<file path="config.mk">
export PLATFORM = sky130hd
export DESIGN_NAME = turret_command_unit
export DESIGN_NICKNAME = d
export VERILOG_FILES = /design/src/rtl/turret_pkg.sv /design/src/rtl/frame_down_counter.sv /design/src/rtl/turret_command_unit.sv
export SDC_FILE = /design/constraint.sdc
export NUM_CORES = 1
export LEC_CHECK = 0
export CAP_MARGIN = 20
export CORE_ASPECT_RATIO = 0.7
export CORE_UTILIZATION = 40
export CTS_CLUSTER_SIZE = 10
export DETAILED_ROUTE_END_ITERATION = 6
export PLACE_DENSITY = 0.66
export SLEW_MARGIN = 30
export SYNTH_ARGS = -nofsm -noshare
export SYNTH_HDL_FRONTEND = slang
export SYNTH_HIERARCHICAL = 1
export SYNTH_SLANG_ARGS = --single-unit
</file>
<file path="constraint.sdc">
create_clock -name fclk -period 2.5 [get_ports fclk]
set_clock_uncertainty 0.05 [all_clocks]
set_input_delay 0.25 -clock fclk [delete_from_list [all_inputs] [get_ports fclk]]
set_output_delay 0.25 -clock fclk [all_outputs]
set_load 0.05 [all_outputs]
</file>
<file path="src/rtl/turret_pkg.sv">
// Shared types and default constants for the turret command unit.
// The state encoding is exported to the HUD, so it is fixed at 2 bits.
package turret_pkg;

  typedef enum logic [1:0] {
    ST_READY  = 2'd0,
    ST_FIRE   = 2'd1,
    ST_COOL   = 2'd2,
    ST_RELOAD = 2'd3
  } turret_state_e;

  localparam int ANGLE_MAX_DEF   = 15;
  localparam int ANGLE_RESET_DEF = 8;
  localparam int AMMO_MAX_DEF    = 8;
  localparam int COOLDOWN_DEF    = 10;
  localparam int RELOAD_CYC_DEF  = 30;

  function automatic int imax(input int a, input int b);
    return (a > b) ? a : b;
  endfunction

endpackage

</file>
<file path="src/rtl/frame_down_counter.sv">
// Loadable down counter that stops at zero; shared by the cooldown and reload phases.
// A load takes priority over counting in the same cycle.
module frame_down_counter #(
  parameter int W = 5
) (
  input  logic         fclk,
  input  logic         reset,
  input  logic         load,
  input  logic [W-1:0] load_value,
  input  logic         enable,
  output logic [W-1:0] count,
  output logic         zero
);

  logic [W-1:0] count_reg;

  always_ff @(posedge fclk or posedge reset) begin
    if (reset) begin
      count_reg <= '0;
    end else if (load) begin
      count_reg <= load_value;
    end else if (enable && (count_reg != '0)) begin
      count_reg <= count_reg - W'(1);
    end
  end

  assign count = count_reg;
  assign zero  = (count_reg == '0);

endmodule

</file>
<file path="src/rtl/turret_command_unit.sv">
// Turns one-cycle button pulses into aim updates, ammo bookkeeping and
// valid/ready shot requests for the projectile engine. All outputs are registered.
module turret_command_unit
  import turret_pkg::*;
#(
  parameter int ANGLE_MAX   = ANGLE_MAX_DEF,
  parameter int ANGLE_RESET = ANGLE_RESET_DEF,
  parameter int AMMO_MAX    = AMMO_MAX_DEF,
  parameter int COOLDOWN    = COOLDOWN_DEF,
  parameter int RELOAD_CYC  = RELOAD_CYC_DEF
) (
  input  logic                             fclk,
  input  logic                             reset,
  input  logic                             btn_left,
  input  logic                             btn_right,
  input  logic                             btn_fire,
  input  logic                             btn_reload,
  input  logic                             shot_ready,
  output logic                             shot_valid,
  output logic [$clog2(ANGLE_MAX+1)-1:0]   shot_angle,
  output logic [$clog2(ANGLE_MAX+1)-1:0]   angle,
  output logic [$clog2(AMMO_MAX+1)-1:0]    ammo,
  output logic [1:0]                       state,
  output logic                             empty_click
);

  localparam int AW = $clog2(ANGLE_MAX + 1);
  localparam int MW = $clog2(AMMO_MAX + 1);
  localparam int TW = $clog2(imax(COOLDOWN, RELOAD_CYC) + 1);

  localparam logic [AW-1:0] ANGLE_TOP  = AW'(ANGLE_MAX);
  localparam logic [AW-1:0] ANGLE_INIT = AW'(ANGLE_RESET);
  localparam logic [MW-1:0] AMMO_FULL  = MW'(AMMO_MAX);
  localparam logic [TW-1:0] COOL_LOAD  = TW'(COOLDOWN);
  localparam logic [TW-1:0] RELD_LOAD  = TW'(RELOAD_CYC);

  turret_state_e   state_reg, state_next;
  logic [AW-1:0]   angle_reg, angle_next;
  logic [AW-1:0]   shot_angle_reg, shot_angle_next;
  logic [MW-1:0]   ammo_reg, ammo_next;
  logic            shot_valid_reg, shot_valid_next;
  logic            empty_click_reg, empty_click_next;

  logic            ctr_load;
  logic [TW-1:0]   ctr_value;
  logic            ctr_enable;
  logic [TW-1:0]   timer_count;
  logic            timer_zero;
  logic            timer_last;

  frame_down_counter #(
    .W (TW)
  ) u_timer (
    .fclk       (fclk),
    .reset      (reset),
    .load       (ctr_load),
    .load_value (ctr_value),
    .enable     (ctr_enable),
    .count      (timer_count),
    .zero       (timer_zero)
  );

  // Leave the timed states together with the counter's final step so that
  // state and timer reach READY/0 in the same cycle.
  assign timer_last = timer_zero || (timer_count == TW'(1));

  always_ff @(posedge fclk or posedge reset) begin
    if (reset) begin
      state_reg       <= ST_READY;
      angle_reg       <= ANGLE_INIT;
      shot_angle_reg  <= '0;
      ammo_reg        <= AMMO_FULL;
      shot_valid_reg  <= 1'b0;
      empty_click_reg <= 1'b0;
    end else begin
      state_reg       <= state_next;
      angle_reg       <= angle_next;
      shot_angle_reg  <= shot_angle_next;
      ammo_reg        <= ammo_next;
      shot_valid_reg  <= shot_valid_next;
      empty_click_reg <= empty_click_next;
    end
  end

  always_comb begin
    state_next       = state_reg;
    angle_next       = angle_reg;
    shot_angle_next  = shot_angle_reg;
    ammo_next        = ammo_reg;
    shot_valid_next  = shot_valid_reg;
    empty_click_next = 1'b0;
    ctr_load         = 1'b0;
    ctr_value        = '0;
    ctr_enable       = (state_reg == ST_COOL) || (state_reg == ST_RELOAD);

    if (btn_left && !btn_right && (angle_reg != '0)) begin
      angle_next = angle_reg - AW'(1);
    end else if (btn_right && !btn_left && (angle_reg != ANGLE_TOP)) begin
      angle_next = angle_reg + AW'(1);
    end

    case (state_reg)
      ST_READY: begin
        if (btn_fire) begin
          if (ammo_reg != '0) begin
            shot_angle_next = angle_reg;
            shot_valid_next = 1'b1;
            state_next      = ST_FIRE;
          end else begin
            empty_click_next = 1'b1;
            if (btn_reload) begin
              ctr_load   = 1'b1;
              ctr_value  = RELD_LOAD;
              state_next = ST_RELOAD;
            end
          end
        end else if (btn_reload && (ammo_reg != AMMO_FULL)) begin
          ctr_load   = 1'b1;
          ctr_value  = RELD_LOAD;
          state_next = ST_RELOAD;
        end
      end

      ST_FIRE: begin
        if (shot_ready) begin
          shot_valid_next = 1'b0;
          ammo_next       = ammo_reg - MW'(1);
          if (COOLDOWN == 0) begin
            state_next = ST_READY;
          end else begin
            ctr_load   = 1'b1;
            ctr_value  = COOL_LOAD;
            state_next = ST_COOL;
          end
        end
      end

      ST_COOL: begin
        if (timer_last) begin
          state_next = ST_READY;
        end
      end

      ST_RELOAD: begin
        if (timer_last) begin
          ammo_next  = AMMO_FULL;
          state_next = ST_READY;
        end
      end

      default: begin
        state_next = ST_READY;
      end
    endcase
  end

  assign state       = state_reg;
  assign angle       = angle_reg;
  assign shot_angle  = shot_angle_reg;
  assign ammo        = ammo_reg;
  assign shot_valid  = shot_valid_reg;
  assign empty_click = empty_click_reg;

endmodule

</file>
==> out/qor.csv <==
stage,metric,value,unit
synth,synth.distinct_cells,48,
placement,gp_congestion,0.771,
drt,ant_nets,0,
worst_hold_path,hold_class,in2async,
synth,ys_ff_latch,21,
synth,synthSimpleGateAreaFrac,0.219,
grt,grt_pass1_vias,901,
clocking,cts.path.max_buffers,2,
synth,synth_top_family_by_area,simple AND/OR/NAND/NOR gates,
clocking,cts_tree,done,
clocking,clock-sinks,21,
die,die-width,68.7,um
clocking,clk_pin_slew,90,ps
die,num_io_pins,23,
synth,synth_nets,134,
setup_path,reg2reg_depth,8,
grt,grt_pass1_wl,4.24,mm
clocking,postCtsHoldBufs,0,
synth,synth_top_flop_cell,dfrtp_1,
clocking,worstSkewPairLatency,260,ps
setup_path,r2r-end,angle[3]$_DFFE_PP1P_,
sta,hold_violations,0,
die,dieHeight,48.7,um
drt,vias,971,
final_layout,drive_gt1_frac,0.178,
sta,timing.hold.ws,163,ps
sta,period_minus_slack,2350,ps
placement,io_buffers,22,
setup_path,cp_data_required_time,2640,ps
grt,gr-total-overflow,0,
synth,yosys_warnings,6,
grt,grt_max_degree,17,
final_layout,multiInputGateArea,658,um2
final_layout,area_growth,25.7,%
outcome,status,"finished, final reports clean",
job,cap_viol_max_count,0,
drt,via_per_inst,5.34,
sta,finalSetupViolations,0,
sta,relSlewSlack,0.580,
synth,synth_xor_area_frac,0.0211,
drt,drt_iter0_drc,59,
sta,fmax,426,MHz
setup_path,crit_path_end_kind,register,
clocking,cts-root-buf,clkbuf_8,
synth,synthCells,121,
placement,dp_hpwl,1.86,mm
setup_path,r2r_slack,150,ps
setup_path,timing.rr.start,angle[1]$_DFFE_PP0P_,
final_layout,seq_area,531,um2
sta,worst_pin_slew,629,ps
clocking,cts_buffers,3,
drt,totalWireLength,2.47,mm
grt,antenna_found_initial,0,
sta,rsz0062_at_grt,false,
drt,first_pass_iters,4,
sta,slew_violations,0,
synth,seq_area_frac_synth,0.423,
die,initial_core_util,0.433,
synth,synth.avg_cell_area,10.3,um2
synth,async_flop_share,1.00,
grt,grtUsageTotal,0.170,
synth,synth_edf_count,0,
setup_path,worstSetupPathType,reg2reg,
setup_path,crit_path_start_kind,register,
clocking,postCtsSetupRepairBufs,0,
sta,timing.setup.tns,0,ps
synth,yosys-mux-area-fraction,0.0732,
setup_path,crit_start,angle[1]$_DFFE_PP0P_,
drt,wire_per_inst,13.6,um
setup_path,cp.arrival,2490,ps
die,rows,16,
sta,finalCritPeriodShare,0.939,
synth,syn_area,0.00125,mm2
final_layout,largest_reg_flops,5,
final_layout,nNetsFinal,160,
placement,preCtsSetupSlack,121,ps
final_layout,n_fill_cell,272,
clocking,ctsHtreeMaxLevel,1,
final_layout,n_antenna_cell,0,
sta,setup_ws,153,ps
synth,synth_compound_area_frac,0.145,
die,core,0.00288,mm2
setup_path,crit_path_max_fanout,6,
die,die-area,0.00335,mm2
synth,synth_fa_ha_area_frac,0.0662,
drt,drc,0,
[Yosys cell counts, types with 2 or more instances]
cell type	count	area, um2
mux2i_1	2	20.0
ha_1	5	62.6
mux2_2	5	56.3
nand2b_1	2	12.5
o2bb2ai_1	2	17.5
nor2_1	2	7.51
xnor2_1	2	17.5
inv_1	12	45.0
o21ai_0	2	10.0
dfrtp_1	19	475
or3_1	2	12.5
dfstp_2	2	52.6
nand3b_1	3	22.5
nor2b_1	4	25.0
nand3_1	2	10.0
clkbuf_1	3	11.3
nor3b_1	3	22.5
a21oi_1	8	40.0
a31oi_1	2	12.5
a21o_1	2	15.0
nand2_1	9	33.8
and3_1	2	12.5
[kinds of logic (layout without fill, tap and decap cells)]
logic type	Yosys count	after routing
muxes	8	8
and+or+nand+nor	41	41
AOI/OAI and AO/OA	25	25
adders and majority gates	6	6
xor gates and xnor gates	3	3
other	1	1
buffers and inverters	16	41
DFF	21	21
[placed cells by master (no fill, tap or decap), types with 2 or more instances in the layout]
| master | synthesis | final |
|---|---|---|
| inv_1 | 12 | 12 |
| buf_4 | 0 | 3 |
| and3_1 | 2 | 2 |
| nor2b_1 | 4 | 4 |
| nand3_1 | 2 | 2 |
| o2bb2ai_1 | 2 | 2 |
| ha_1 | 5 | 5 |
| clkbuf_8 | 0 | 3 |
| xnor2_1 | 2 | 2 |
| dfrtp_2 | 0 | 2 |
| o21ai_0 | 2 | 2 |
| mux2_2 | 5 | 5 |
| a21o_1 | 2 | 2 |
| clkdlybuf4s50_1 | 0 | 22 |
| nor2_1 | 2 | 2 |
| nor3b_1 | 3 | 3 |
| dfstp_2 | 2 | 2 |
| nand2_1 | 9 | 9 |
| a31oi_1 | 2 | 2 |
| or3_1 | 2 | 2 |
| mux2i_1 | 2 | 2 |
| nand3b_1 | 3 | 3 |
| dfrtp_1 | 19 | 17 |
| a21oi_1 | 8 | 8 |
| nand2b_1 | 2 | 2 |
[worst max-delay path: stages, from the launching register on]
cell,delay (ps)
dfrtp_2,450
or4_4,560
nand3b_4,130
inv_1,70
ha_1,270
a21o_1,170
a21oi_1,160
mux2i_1,240
xor2_1,170
[metal layers]
layer,part of all wire,global-route usage
met5,0,0
met4,0.0016,0.0204
met3,0.063,0.0613
met2,0.43,0.240
met1,0.50,0.253
[timing repair]
item                       in CTS  in global routing
hold endpoints to repair        0                  0
setup endpoints to repair       0                  1
gates resized for setup         0                  1
[layout make-up]
| type | instances | share of cell area |
|---|---|---|
| clock inverter | 1 | 0.00319 |
| clock buffer | 3 | 0.0263 |
| multi-input combinational | 84 | 0.420 |
| sequential | 21 | 0.338 |
| tap | 36 | 0.0287 |
| timing repair buffer | 25 | 0.155 |
| inverter | 12 | 0.0287 |
[stage by stage]
step | cells | instance area, um2 | utilization
after floorplan | 121 | 1250 | -
after global placement | 178 | 1520 | 0.527
after detailed placement | 178 | 1520 | 0.527
after CTS | 182 | 1570 | 0.543
after global routing | 182 | 1570 | 0.544
final | 182 | 1570 | 0.544
[how the worst max path moves through the flow]
stage,to,slack [ps],cells past startpoint
3_3_place_gp,angle[3]$_DFFE_PP1P_,190,8
5_1_grt,angle[3]$_DFFE_PP1P_,20,8
4_1_cts,angle[3]$_DFFE_PP1P_,120,8
3_5_place_dp,angle[3]$_DFFE_PP1P_,120,8
2_1_floorplan,u_timer/count[3]$_DFFE_PP0P_,30,9
6_report,angle[3]$_DFFE_PP1P_,150,8
Power is not shown: default switching activity piles up to over one toggle a cycle in this logic, so the estimate is an artifact.
